==> src/rtl/btb_pkg.sv <==
// btb_pkg: shared entry layout, PC field extraction and counter constants for the BTB.
package btb_pkg;
  localparam int BTB_TAG_W = 8;
  localparam int BTB_PC_W = 64;
  localparam int BTB_CNT_W = 2;
  typedef struct packed {
    logic                 valid;
    logic [BTB_TAG_W-1:0] tag;
    logic [BTB_PC_W-1:0]  target;
    logic [BTB_CNT_W-1:0] cnt;
  } btb_entry_t;
  function automatic int unsigned btb_index(input logic [63:0] pc, input int index_w);
    return 32'((pc >> 2) & ((64'd1 << index_w) - 64'd1));
  endfunction
  function automatic logic [63:0] btb_tag(input logic [63:0] pc, input int index_w, input int tag_w);
    return (pc >> (index_w + 2)) & ((64'd1 << tag_w) - 64'd1);
  endfunction
  function automatic logic [3:0] cnt_init(input int cnt_w);
    return 4'(1 << (cnt_w - 1));
  endfunction
  function automatic logic [3:0] cnt_max(input int cnt_w);
    return 4'((1 << cnt_w) - 1);
  endfunction
  function automatic logic [3:0] cnt_zero(input int cnt_w);
    return 4'(0 * cnt_w);
  endfunction
endpackage

==> src/rtl/btb_sat_counter.sv <==
// btb_sat_counter: next value of a CNT_W-bit up/down counter saturating at 0 and its maximum.
module btb_sat_counter import btb_pkg::*; #(
  parameter int CNT_W = 2
)(
  input  logic [CNT_W-1:0] cnt,
  input  logic             inc,
  input  logic             dec,
  output logic [CNT_W-1:0] nxt
);
  localparam logic [CNT_W-1:0] MAX = CNT_W'(cnt_max(CNT_W));
  localparam logic [CNT_W-1:0] ZERO = CNT_W'(cnt_zero(CNT_W));
  always_comb nxt = (inc && cnt != MAX) ? cnt + 1'b1 : (dec && cnt != ZERO) ? cnt - 1'b1 : cnt;
endmodule

==> src/rtl/branch_predictor_btb.sv <==
// branch_predictor_btb: direct-mapped BTB with saturating direction counters, 1-cycle lookup.
// Define BTB_FWD_EN to forward same-cycle updates/flushes into the lookup result.
module branch_predictor_btb import btb_pkg::*; #(
  parameter int INDEX_W = 5,
  parameter int TAG_W   = 8,
  parameter int CNT_W   = 2,
  parameter int PC_W    = 64
)(
  input  logic            clk,
  input  logic            arst,
  input  logic            en,
  input  logic            lookup_valid,
  input  logic [PC_W-1:0] lookup_pc,
  output logic            pred_valid,
  output logic            pred_hit,
  output logic            pred_taken,
  output logic [PC_W-1:0] pred_target,
  input  logic            upd_valid,
  input  logic [PC_W-1:0] upd_pc,
  input  logic [PC_W-1:0] upd_target,
  input  logic            upd_taken,
  input  logic            flush
);
  localparam int N = 1 << INDEX_W;
  localparam logic [CNT_W-1:0] CNT_INIT = CNT_W'(cnt_init(CNT_W));
  logic [N-1:0]       valid_q;
  logic [CNT_W-1:0]   cnt_q [N];
  logic [TAG_W-1:0]   tag_q [N];
  logic [PC_W-1:0]    tgt_q [N];
  logic [INDEX_W-1:0] idx_l, idx_u;
  logic [TAG_W-1:0]   tag_l, tag_u;
  logic               upd_hit, do_flush, do_upd, wr_alloc, wr_hit, wr_tgt, look;
  logic [CNT_W-1:0]   cnt_step, cnt_new;
  logic               l_valid, l_hit;
  logic [TAG_W-1:0]   l_tag;
  logic [CNT_W-1:0]   l_cnt;
  logic [PC_W-1:0]    l_tgt;
  assign idx_l = INDEX_W'(btb_index(64'(lookup_pc), INDEX_W));
  assign idx_u = INDEX_W'(btb_index(64'(upd_pc), INDEX_W));
  assign tag_l = TAG_W'(btb_tag(64'(lookup_pc), INDEX_W, TAG_W));
  assign tag_u = TAG_W'(btb_tag(64'(upd_pc), INDEX_W, TAG_W));
  btb_sat_counter #(.CNT_W(CNT_W)) u_cnt (
    .cnt(cnt_q[idx_u]),
    .inc(upd_taken),
    .dec(!upd_taken),
    .nxt(cnt_step)
  );
  // flush wins over an update issued in the same cycle
  always_comb begin
    do_flush = en && flush;
    do_upd   = en && upd_valid && !flush;
    upd_hit  = valid_q[idx_u] && tag_q[idx_u] == tag_u;
    wr_hit   = do_upd && upd_hit;
    wr_alloc = do_upd && !upd_hit && upd_taken;
    wr_tgt   = wr_alloc || (wr_hit && upd_taken);
    cnt_new  = wr_alloc ? CNT_INIT : cnt_step;
    look     = en && lookup_valid;
  end
`ifdef BTB_FWD_EN
  logic same;
  always_comb begin
    same    = idx_l == idx_u;
    l_valid = !do_flush && ((same && wr_alloc) || valid_q[idx_l]);
    l_tag   = (same && wr_alloc) ? tag_u : tag_q[idx_l];
    l_cnt   = (same && (wr_alloc || wr_hit)) ? cnt_new : cnt_q[idx_l];
    l_tgt   = (same && wr_tgt) ? upd_target : tgt_q[idx_l];
    l_hit   = l_valid && l_tag == tag_l;
  end
`else
  always_comb begin
    l_valid = valid_q[idx_l];
    l_tag   = tag_q[idx_l];
    l_cnt   = cnt_q[idx_l];
    l_tgt   = tgt_q[idx_l];
    l_hit   = l_valid && l_tag == tag_l;
  end
`endif
  always_ff @(posedge clk or posedge arst)
    if (arst) begin
      valid_q <= '0;
      for (int i = 0; i < N; i++) cnt_q[i] <= '0;
    end else if (do_flush) begin
      valid_q <= '0;
    end else if (wr_alloc || wr_hit) begin
      valid_q[idx_u] <= 1'b1;
      cnt_q[idx_u]   <= cnt_new;
    end
  always_ff @(posedge clk) begin
    if (wr_alloc) tag_q[idx_u] <= tag_u;
    if (wr_tgt) tgt_q[idx_u] <= upd_target;
  end
  always_ff @(posedge clk or posedge arst)
    if (arst) begin
      pred_valid  <= 1'b0;
      pred_hit    <= 1'b0;
      pred_taken  <= 1'b0;
      pred_target <= '0;
    end else begin
      pred_valid  <= look;
      pred_hit    <= look && l_hit;
      pred_taken  <= look && l_hit && l_cnt[CNT_W-1];
      pred_target <= (look && l_hit) ? l_tgt : '0;
    end
endmodule

==> config.mk <==
export PLATFORM = sky130hd
export DESIGN_NAME = branch_predictor_btb
export DESIGN_NICKNAME = d
export VERILOG_FILES = /design/src/rtl/btb_pkg.sv /design/src/rtl/btb_sat_counter.sv /design/src/rtl/branch_predictor_btb.sv
export SDC_FILE = /design/constraint.sdc
export NUM_CORES = 2
export LEC_CHECK = 0
export CORE_ASPECT_RATIO = 1.25
export CORE_MARGIN = 4
export CORE_UTILIZATION = 50
export CTS_BUF_LIST = sky130_fd_sc_hd__clkbuf_4
export DETAILED_ROUTE_END_ITERATION = 10
export PLACE_DENSITY = 0.66
export SLEW_MARGIN = 20
export SYNTH_ARGS = -nofsm -noshare
export SYNTH_HDL_FRONTEND = slang
export SYNTH_HIERARCHICAL = 1
export SYNTH_SLANG_ARGS = --single-unit
==> constraint.sdc <==
create_clock -name clk -period 16.3 [get_ports clk]
set_input_delay 4.075 -clock clk [delete_from_list [all_inputs] [get_ports clk]]
set_output_delay 4.075 -clock clk [all_outputs]
set_load 0.01 [all_outputs]
==> results.cfg <==
[status]
status = completed

[clocking]
clock_transition_at_the_registers_of_the_reported_paths_ps = 60
ctsRootBufferMaster = clkbuf_4
tritoncts = done
cts.repair_timing.setup_buffer_count = 0
clock_path_buffers = 4
insertion_delay_ps = 1390
ctsHtreeMaxLevel = 6
cts_num_sinks = 2467
cts_inserted_buffers = 610
cts_resized = 0
hold_buffers = 0

[finish]
n_fill_cell = 14268
fin_util_pct = 56.9
nNetsFinal = 4987
most-common-layout-cells = 2304 x edfxtp_1, 909 x clkbuf_4, 788 x mux4_2
drive_gt1_share_pct = 38.1
area.growth.synth_to_final_pct = 13.2
layout.cells.most_common = edfxtp_1

[global_route]
grt_antenna_before_repair = 26
grt.overflow.total = 0
grt_pass1_wl_um = 348000
grt_usage_pct = 24.2
vias_in_the_first_global_route = 49826
grt_max_degree = 155

[setup_path]
worstPathCellList = buf_6 -> buf_4 -> buf_4 -> mux2i_1 -> o22ai_1 -> nor4_1 -> nand3_1 -> nand4b_1 -> nor4b_4 -> buf_4 -> or2_2 -> nor2_1
cpMostUsedCell = buf_4
setup.worst_path.class = in2reg
critical_path.startpoint_type = input port
crit_path_max_incr_delay_ps = 910
path_max_fanout = 47
crit_path_top_delay_cell = nor2_1
regToRegSetupSlack_ps = 12210
cp_data_arrival_time_ps = 9240
worst_setup_path_startpoint = upd_pc[3]
worst_setup_path_end_kind = flip-flop
critical_path.reg2reg.startpoint = tag_q[31][2]$_DFFE_PP_
required_time_of_the_worst_setup_path_ps = 17170

[synthesis]
synthArstFlopShare_pct = 6.61
synth-main-ff-cell = edfxtp_1
net_count_after_synthesis = 4347
yosysSeqAreaShare_pct = 75.7
syn_avg_cell_area_um2 = 23.3
synth_enable_flop_cells = 2304
synth_cells = 4146
mappedNetlistArea_um2 = 96800
synth-seq-cells = 2467
yosys_warnings = 6
yosysUniqueCellTypes = 51

[detailed_routing]
drc_errors = 0
detailroute.via_count = 48380
drt.antenna.violating_nets = 0
drt_iter0_markers = 6174
vias_per_cell = 6.21
drt_pass1_iterations = 6
drt-total-wl_um = 243000
post_drt_wl_per_cell_um = 31.2

[timing]
slew_headroom_pct = 18.5
hold_slack_ps = 494
final_hold_viols = 0
timing_worst_slew_pin_value_ps = 1220
setup_repair_after_global_routing_missed_its_margin = no
final_period_util_pct = 51.3
number_of_max_slew_violations_in_the_final_report = 0
final_period_minus_worst_setup_slack_ps = 8370
clock-skew-final_ps = 145
timing.final.setup_violations = 0
fmaxAchievable_mhz = 119
final.setup.tns_ps = 0
final.setup.worst_slack_ps = 7930

[floorplan]
num_rows = 180
floorplan.die.width_um = 401
floorplan.initialDensity_pct = 50.3
num_io_pins = 266
coreArea_um2 = 193000
die_area_um2 = 201000
die_height_um = 500

[placement]
port_buffers = 163
gp_routability_congestion = 0.858
detailedPlace.worstSlack_ps = 6720
hpwl_um = 121000

[worst_hold_path]
hold_path_origin = valid_q[8]$_DFFE_PP0P_
min_delay_worst_type = reg2reg

[power]
peakVddDrop_v = 0.0000676
power.leakage_nw = 36.0
power_density_nw_per_um2 = 115

[flow_run]
timing.max_cap.violations = 0
-- final cells by class --
class                      count  area (um^2)  share of cell area (%)
sequential                  2467        73300                    66.9
multi-input combinational   1430        22800                    20.8
clock buffer                 909         6820                    6.23
tap                         2548         3190                    2.91
timing repair buffer         271         2500                    2.29
clock inverter               137          858                   0.784
antenna                       21         52.6                  0.0480
inverter                       6         30.0                  0.0274
-- logic make-up (layout without fill, tap and decap cells) --
group | after synthesis | in the layout | share of synthesized area (%)
flip-flops | 2467 | 2467 | 75.7
AO/OA/AOI/OAI | 122 | 122 | 1.01
adder cells (fa/ha/maj) | 2 | 2 | 0.0259
AND/OR/NAND/NOR | 286 | 286 | 1.41
buffers and inverters | 249 | 1323 | 1.03
XOR/XNOR | 12 | 12 | 0.109
other | 0 | 21 | 0
multiplexers | 1008 | 1008 | 20.7
-- through the flow --
stage	power, mW	cells	cell area, um^2
finish	12.6	7789	110000
global route	13.2	7778	109000
CTS	12.8	7768	109000
detailed placement	7.68	6722	102000
global placement	7.67	6722	102000
floorplan	7.45	4146	96800
-- worst max-delay path, delay by kind of cell --
kind            cells  cell delay (ps)
buf+inv             4             2130
simple gates        6             2410
mux                 1              390
compound gates      1              120
-- path summary, 6_finish.rpt --
path	to	cells past startpoint
min in group asynchronous	pred_target[10]$_DFF_PP0_	2
min reg2reg	valid_q[8]$_DFFE_PP0P_	2
min	valid_q[8]$_DFFE_PP0P_	2
max	tag_q[8][3]$_DFFE_PP_	12
max in group asynchronous	pred_target[62]$_DFF_PP0_	3
max reg2reg	pred_target[26]$_DFF_PP0_	9
-- state kept, by name, summed over array words and instances (netlist names) --
register     cells
tgt_q         2048
pred_target     64
valid_q         32
pred_taken       1
tag_q          256
pred_valid       1
pred_hit         1
cnt_q           64
-- cell usage after synthesis (all sizes together), types with 4 or more instances --
library cell,number,share of area [%]
edfxtp,2304,72
mux4,788,18
dfrtp,163,4.2
clkbuf,158,0.61
mux2i,154,1.6
nor2,144,0.56
buf,85,0.39
nand2,69,0.27
mux2,66,0.77
o22ai,40,0.26
a22oi,24,0.19
a21o,19,0.15
o211ai,16,0.12
o32ai,16,0.25
nor4,11,0.071
nand4,8,0.052
xnor2,8,0.072
inv,6,0.023
nand3,5,0.026
nand4b,5,0.045
or2,5,0.032
or4bb,5,0.058
a21oi,4,0.021
or4b,4,0.041
xor2,4,0.036
-- routing by layer --
| layer | routed length, um | GRT usage [%] | vias to the layer above |
|---|---|---|---|
| met5 | 56 | 0 | - |
| met4 | 5660 | 7.34 | 8 |
| met3 | 20800 | 5.06 | 428 |
| met2 | 121000 | 38.8 | 2538 |
| met1 | 95100 | 33.9 | 25907 |
| li1 | - | - | 19499 |
-- power breakdown --
group / internal [mW] / total [mW] / switching (mW)
Clock: 2.73 / 5.10 / 2.37
Combinational: 0.258 / 0.590 / 0.332
Sequential: 6.94 / 6.95 / 0.00598
Total: 9.93 / 12.6 / 2.71
Power figures use the tool's default switching activity.
